**src/rtl/toggle_cov_pkg.sv**
```systemverilog
// Shared definitions for the toggle-coverage monitor.
//   state_t      : sequencing states (warm-up, prime, active monitoring)
//   rise_idx()   : valid/map bit index of a rising edge on signal bit i
//   fall_idx()   : valid/map bit index of a falling edge on signal bit i
//   count_width(): width needed to hold 0..2*width distinct toggle points
package toggle_cov_pkg;

    typedef enum logic [1:0] {
        ST_WARMUP = 2'd0,
        ST_PRIME  = 2'd1,
        ST_ACTIVE = 2'd2
    } state_t;

    function automatic int rise_idx(input int i);
        return 2 * i;
    endfunction

    function automatic int fall_idx(input int i);
        return 2 * i + 1;
    endfunction

    function automatic int count_width(input int width);
        return $clog2(2 * width + 1);
    endfunction

endpackage

```
**src/rtl/toggle_popcount.sv**
```systemverilog
// Combinational population count of the newly covered toggle points.
//   bits  : input  N   one bit per toggle point seen for the first time
//   count : output CW  number of set bits in 'bits'
module toggle_popcount #(
    parameter int N  = 22,
    parameter int CW = 5
) (
    input  logic [N-1:0]  bits,
    output logic [CW-1:0] count
);

    always_comb begin
        count = '0;
        for (int i = 0; i < N; i++) begin
            count = count + CW'(bits[i]);
        end
    end

endmodule

```
**src/rtl/toggle_detect.sv**
```systemverilog
// Toggle-coverage monitor: records which rise/fall points of a signal bus
// have been observed and emits one-cycle pulses for detected toggles.
//   clock       : input  1          rising-edge clock
//   reset       : input  1          asynchronous active-low reset
//   en          : input  1          detection enable
//   clear       : input  1          synchronous clear of map and count
//   sig         : input  WIDTH      monitored bus
//   valid       : output 2*WIDTH    toggle pulses (2i = rise, 2i+1 = fall)
//   cover_count : output CW         number of distinct toggle points seen
//   all_covered : output 1          every toggle point has been seen
module toggle_detect
    import toggle_cov_pkg::*;
#(
    parameter int WIDTH  = 11,
    parameter int WARMUP = 2,
    parameter int ONCE   = 1
) (
    input  logic                                 clock,
    input  logic                                 reset,
    input  logic                                 en,
    input  logic                                 clear,
    input  logic [WIDTH-1:0]                     sig,
    output logic [2*WIDTH-1:0]                   valid,
    output logic [count_width(WIDTH)-1:0]        cover_count,
    output logic                                 all_covered
);

    localparam int     NP        = 2 * WIDTH;
    localparam int     CW        = count_width(WIDTH);
    localparam int     WCW       = (WARMUP > 1) ? $clog2(WARMUP) : 1;
    localparam state_t RST_STATE = (WARMUP > 0) ? ST_WARMUP : ST_PRIME;

    state_t             state_reg, state_next;
    logic [WCW-1:0]     warm_cnt_reg, warm_cnt_next;
    logic [WIDTH-1:0]   prev_reg;
    logic [NP-1:0]      map_reg;
    logic [NP-1:0]      valid_reg;
    logic [CW-1:0]      count_reg;
    logic               all_cov_reg;

    logic               detect_en;
    logic [NP-1:0]      det;
    logic [NP-1:0]      new_pts;
    logic [CW-1:0]      new_cnt;

    // Toggles coinciding with clear are dropped entirely, so clear gates
    // detection just like en does.
    assign detect_en = (state_reg == ST_ACTIVE) && en && !clear;

    for (genvar gi = 0; gi < WIDTH; gi++) begin : g_det
        assign det[rise_idx(gi)] = detect_en & ~prev_reg[gi] &  sig[gi];
        assign det[fall_idx(gi)] = detect_en &  prev_reg[gi] & ~sig[gi];
    end

    // Points not yet in the map; only these move the count, which is
    // why the count can never exceed NP.
    assign new_pts = det & ~map_reg;

    toggle_popcount #(
        .N  (NP),
        .CW (CW)
    ) u_popcount (
        .bits  (new_pts),
        .count (new_cnt)
    );

    always_comb begin
        state_next    = state_reg;
        warm_cnt_next = warm_cnt_reg;
        case (state_reg)
            ST_WARMUP: begin
                warm_cnt_next = warm_cnt_reg + 1'b1;
                if (int'(warm_cnt_reg) == WARMUP - 1) begin
                    state_next = ST_PRIME;
                end
            end
            ST_PRIME:  state_next = ST_ACTIVE;
            ST_ACTIVE: state_next = ST_ACTIVE;
            default:   state_next = RST_STATE;
        endcase
    end

    always_ff @(posedge clock or negedge reset) begin
        if (!reset) begin
            state_reg    <= RST_STATE;
            warm_cnt_reg <= '0;
            prev_reg     <= '0;
            map_reg      <= '0;
            valid_reg    <= '0;
            count_reg    <= '0;
            all_cov_reg  <= 1'b0;
        end else begin
            state_reg    <= state_next;
            warm_cnt_reg <= warm_cnt_next;
            // prev keeps following sig even while disabled or clearing, so
            // edges that happen then are never reported afterwards.
            if (state_reg != ST_WARMUP) begin
                prev_reg <= sig;
            end
            if (clear) begin
                map_reg     <= '0;
                valid_reg   <= '0;
                count_reg   <= '0;
                all_cov_reg <= 1'b0;
            end else begin
                map_reg     <= map_reg | new_pts;
                valid_reg   <= (ONCE != 0) ? new_pts : det;
                count_reg   <= count_reg + new_cnt;
                all_cov_reg <= &(map_reg | new_pts);
            end
        end
    end

    assign valid       = valid_reg;
    assign cover_count = count_reg;
    assign all_covered = all_cov_reg;

endmodule

```
**config.mk**
```make
export PLATFORM = sky130hd
export DESIGN_NAME = toggle_detect
export DESIGN_NICKNAME = d
export VERILOG_FILES = /design/src/rtl/toggle_cov_pkg.sv /design/src/rtl/toggle_popcount.sv /design/src/rtl/toggle_detect.sv
export SDC_FILE = /design/constraint.sdc
export NUM_CORES = 1
export LEC_CHECK = 0
export BUFFER_PORTS_ARGS = -buffer_cell sky130_fd_sc_hd__buf_2
export CAP_MARGIN = 5
export CORE_MARGIN = 3
export CORE_UTILIZATION = 60
export CTS_BUF_LIST = sky130_fd_sc_hd__clkbuf_8
export CTS_CLUSTER_DIAMETER = 150
export DETAILED_ROUTE_END_ITERATION = 10
export PLACE_DENSITY = 0.83
export SETUP_SLACK_MARGIN = 0.1
export SLEW_MARGIN = 10
export SYNTH_ARGS = -nofsm -noshare
export SYNTH_HDL_FRONTEND = slang
export SYNTH_SLANG_ARGS = --single-unit
```
**constraint.sdc**
```tcl
create_clock -name clock -period 9.8 [get_ports clock]
set_input_delay 1.96 -clock clock [delete_from_list [all_inputs] [get_ports clock]]
set_output_delay 1.96 -clock clock [all_outputs]
set_load 0.005 [all_outputs]
```
==> Yosys cells after proc, flatten, opt, wreduce, memory -nomap -nowiden <==
Index checks and enable logic that the tools add are counted.
{ "totals": {"reg_bits": 64, "in_bits": 15, "output_inout_bits": 28, "elab_cells": 115} }
{ "op_classes": {"n_addsub": 23, "eq_ne": 3, "mux": 6, "bitwise": 69, "n_reduce_logical": 7} }
{ "op_table": {"columns": ["operator", "n"], "rows": [
  ["$add A5 B1 Y5", 20],
  ["$and A1 B1 Y1", 44],
  ["$mux W22", 2],
  ["$and A22 B22 Y22", 1],
  ["$not A1 Y1", 22],
  ["$not A22 Y22", 1],
  ["$or A22 B22 Y22", 1],
  ["$reduce_and A22 Y1", 1],
  ["$add A5 B5 Y5", 1],
  ["$mux W5", 1],
  ["$pmux W2 S2", 1],
  ["$add A1 B1 Y2", 1],
  ["$eq A2 B1 Y1 const B", 1],
  ["$eq A2 B2 Y1 const B", 1],
  ["$logic_and A1 B1 Y1", 2],
  ["$logic_not A2 Y1", 1],
  ["$mux W2", 1],
  ["$ne A2 B2 Y1 const B", 1],
  ["$reduce_bool A2 Y1", 1],
  ["$reduce_or A2 Y1", 1],
  ["$add A1 B1 Y1 const B", 1],
  ["$logic_not A1 Y1", 1],
  ["$mux W1", 1]
]} }

==> Depth between registers and ports, before layout <==
{ "logic_depth": {"depth_word": 29, "depth_mapped": 23, "mapped_depth_nobuf": 22} }

==> By module <==
Synthesis repeated with hierarchy kept, for this count alone.
{ "unflattened": {"hier_cells": 311, "area_unflattened_um2": 3224.3} }
{ "modules_own_cells": {"columns": ["mod", "instances", "cells_each", "area_per_inst_um2", "seq_area_each_um2"], "rows": [
  ["toggle_detect", 1, 247, 2653.8, 1601.5],
  ["toggle_popcount", 1, 64, 570.5, 0.0]
]} }

==> Worst setup path before layout <==
Ideal clock, no wire load.
{ "synth_timing": {"kind": "input-to-reg", "start": "in clear", "end": "reg count_reg[4] (netlist: cover_count[4])", "setup_ns": 0.119, "t_arrival_ns": 6.583, "required_time_ns": 9.681, "path_slack_ns": 3.098, "path_stages": 20, "cell_sequence": "buf_6 -> nand3b_1 -> or3_1 -> nor2_1 -> ha_1 -> inv_1 -> fa_1 -> inv_1 -> fa_1 -> inv_1 -> fa_1 -> fa_1 -> fa_1 -> inv_1 -> ha_1 -> fa_1 -> a21o_1 -> a21oi_1 -> xnor2_1 -> nor2_1"} }
{ "synth_via": {"elab_chain_len": 28} }
{ "synth_lines": {"columns": ["element", "line_no", "text"], "rows": [
  ["from (decl)", "toggle_detect.sv:21", "input logic clear,"],
  ["$logic_not A1 Y1", "toggle_detect.sv:48", "assign detect_en = (state_reg == ST_ACTIVE) && en && !clear;"],
  ["$logic_and A1 B1 Y1", "toggle_detect.sv:48", null],
  ["$and A1 B1 Y1 (on tied branches) (2 in series)", "toggle_detect.sv:51, toggle_detect.sv:52", null],
  ["$and A22 B22 Y22", "toggle_detect.sv:57", "assign new_pts = det & ~map_reg;"],
  ["$add A1 B1 Y2", "toggle_popcount.sv:15", "count = count + CW'(bits[i]);"],
  ["$add A5 B1 Y5 (20 in series)", "toggle_popcount.sv:15", null],
  ["$add A5 B5 Y5", "toggle_detect.sv:108", "count_reg <= count_reg + new_cnt;"],
  ["$mux W5 (*)", "toggle_detect.sv:100", "if (clear) begin"],
  ["to (signal assigned)", "toggle_detect.sv:108", null],
  ["to (decl)", "toggle_detect.sv:38", "logic [CW-1:0] count_reg;"]
]} }
Every way passes the cells marked *; elsewhere a longest branch is shown, timed or not.
A chain may end at the register's enable or synchronous reset.

==> Worst setup path in the final report <==
Same ends and word-level chain as after synthesis.

==> impl_metrics.ini <==
[outcome]
outcome = complete, no violations

[yosys]
yosysUniqueCellTypes = 29
syn_area_um2 = 3180
ys_top_cells_by_count = dfrtp_1 (64), inv_1 (48), nor2_1 (31)
synth_flop_cell = dfrtp_1
syn_inst = 297
ys_seq_area_share_pct = 50.4
yosysMostFrequentCell = dfrtp_1
yosysTopAreaCell = dfrtp_1
netlist.area_leader.share_pct = 50.4
async_flop_share_pct = 100
ys_seq_elements = 64
yosysWarnings = 0
synthTopCellsByArea = dfrtp_1 (50%), fa_1 (10%), ha_1 (6.7%)
synth_edf_count = 0
synth.avg_cell_area_um2 = 10.7
synth_nets = 345

[worst_hold_path]
hold_class = flip-flop to flip-flop

[grt]
grt_pass1_wl_um = 10800
grt_pass1_vias = 2329
grt_usage_pct = 23.1
grt_antenna_before_repair = 0
grt_max_degree = 65
grt_overflow_total = 0

[cts]
post_cts_buffers = 0
post_cts_resized = 0
hold_buffers = 0
tritoncts = done
cts.htree.levels = 3
insertion_delay_ps = 350
clockBufferDepth = 2
numCtsBuffers = 9
cts_sinks = 64
path_clk_slew_ps = 60
cts_root_buf = clkbuf_8

[power_and_ir_drop]
intPower_mw = 0.477
combPwrFrac_pct = 20.2
p_leak_nw = 1.97
power.share.switching_pct = 28.6
power.share.sequential_pct = 42.8
power_density_nw_per_um2 = 183
pwr-share-clk_pct = 37.0
switchingPower_mw = 0.192
max-vdd-ir-drop_mv = 0.137
total_power_mw = 0.669

[setup_path]
crit_fanout = 29
cp.arrival_ps = 7320
required_ps = 10000
cp-start-kind = input port
critical_path_class = input port to flip-flop
timing.reg2reg.setup_slack_ps = 4040
end_kind = flip-flop

[timing]
timing.slew.headroom_pct = 47.4
rsz0062_at_grt = no
period_needed_ps = 7110
skew_ps = 9.55
slew_violations = 0
fin_hold_ws_ps = 464
setup_viol = 0
setup_slack_ps = 2690
final.setup.tns_ps = 0
period_share_pct = 72.6
worst_pin_slew_ps = 790
timing.fmax_ghz = 0.141
finalHoldViolCount = 0

[detailed_routing]
drt_wl_total_um = 6450
first_iter_violations = 209
viasPerCell = 5.76
dr_total_vias = 2385
drc_errors = 0
wl_per_cell_um = 15.6
ant_nets = 0
drtPass1Iterations = 5

[layout]
final_util_pct = 74.4
final_area_um2 = 3650
diodes = 0
drive_gt1_share_pct = 17.9
area_delta_synth_final_pct = 14.9
layoutNonFillerInstCount = 414
num-fill-cells = 355
fin_nets = 390

[place]
dpl_cell_area_um2 = 3430
pre_cts_ws_ps = 2370
port_buffers = 42
dp_cells = 398
place.gp.congestion = 0.864
hpwl_um = 4600

[run]
cap_viol_max_count = 0

[floorplan]
start_util_pct = 64.7
die_y_um = 78.8
dieArea_um2 = 6210
ios = 43
die_x_um = 78.8
rows = 25
core_um2 = 4910
-- power groups by stage --
stage	Sequential (mW)	Combinational [mW]	Clock [mW]
floorplan	0.292	0.0945	0
finish	0.286	0.135	0.247
CTS	0.286	0.138	0.250
global route	0.288	0.161	0.263
global placement	0.291	0.128	0
detailed placement	0.291	0.135	0
-- path summary, 6_finish.rpt --
| path | from | end | depth (start not counted) |
|---|---|---|---|
| setup / recovery | clear | cover_count[4] | 20 |
| hold / removal | map_reg[2] | valid[2] | 1 |
| setup reg to reg | state_reg[0] | cover_count[4] | 21 |
| hold reg to reg | map_reg[2] | valid[2] | 1 |
| max in group asynchronous | reset | valid[2] | 2 |
| min in group asynchronous | reset | cover_count[3] | 2 |
-- critical path: stages --
cell	delay, ps
buf_2	270
nand3b_1	470
or3_1	500
nor2_1	140
ha_1	240
inv_1	60
fa_1	410
inv_1	90
fa_1	420
inv_1	100
fa_1	450
fa_1	480
fa_1	480
inv_1	40
ha_1	200
fa_1	410
a21o_1	190
a21oi_1	170
xnor2_1	140
nor2_1	60
-- logic make-up after synthesis --
group           share of synthesized area [%]
fa+ha+maj                                16.8
mux                                     0.354
flops                                    50.4
xor+xnor                                 1.93
simple gates                             16.3
compound gates                           6.85
buf+inv                                  7.36
-- cell usage in the layout (no fill, tap or decap), drive strengths merged, types with 3 or more instances in the layout --
master	n
a21oi	3
a31oi	18
buf	44
clkbuf	9
clkinv	3
dfrtp	64
fa	16
ha	17
inv	49
nand2	17
nand2b	3
nor2	31
nor4	25
nor4b	5
o21ai	12
or3	7
xnor2	5
-- layer usage --
metal	wire (um)	global-route usage [%]	part of all wire, %
met1	2610	29.9	40
met2	3200	37.7	50
met3	456	5.10	7.1
met4	189	9.97	2.9
met5	0	0	0
-- cell type report --
type                    instances  area [um^2]  area share (%)
well taps                      67         83.8            2.30
flip-flops and latches         64         1600            43.9
clock inverters                 7         95.1            2.60
multi-input cells             175         1340            36.8
repair buffers                 44          225            6.17
inverters                      48          180            4.93
clock buffers                   9          124            3.39
No activity file was read; power rests on OpenSTA's default activity.
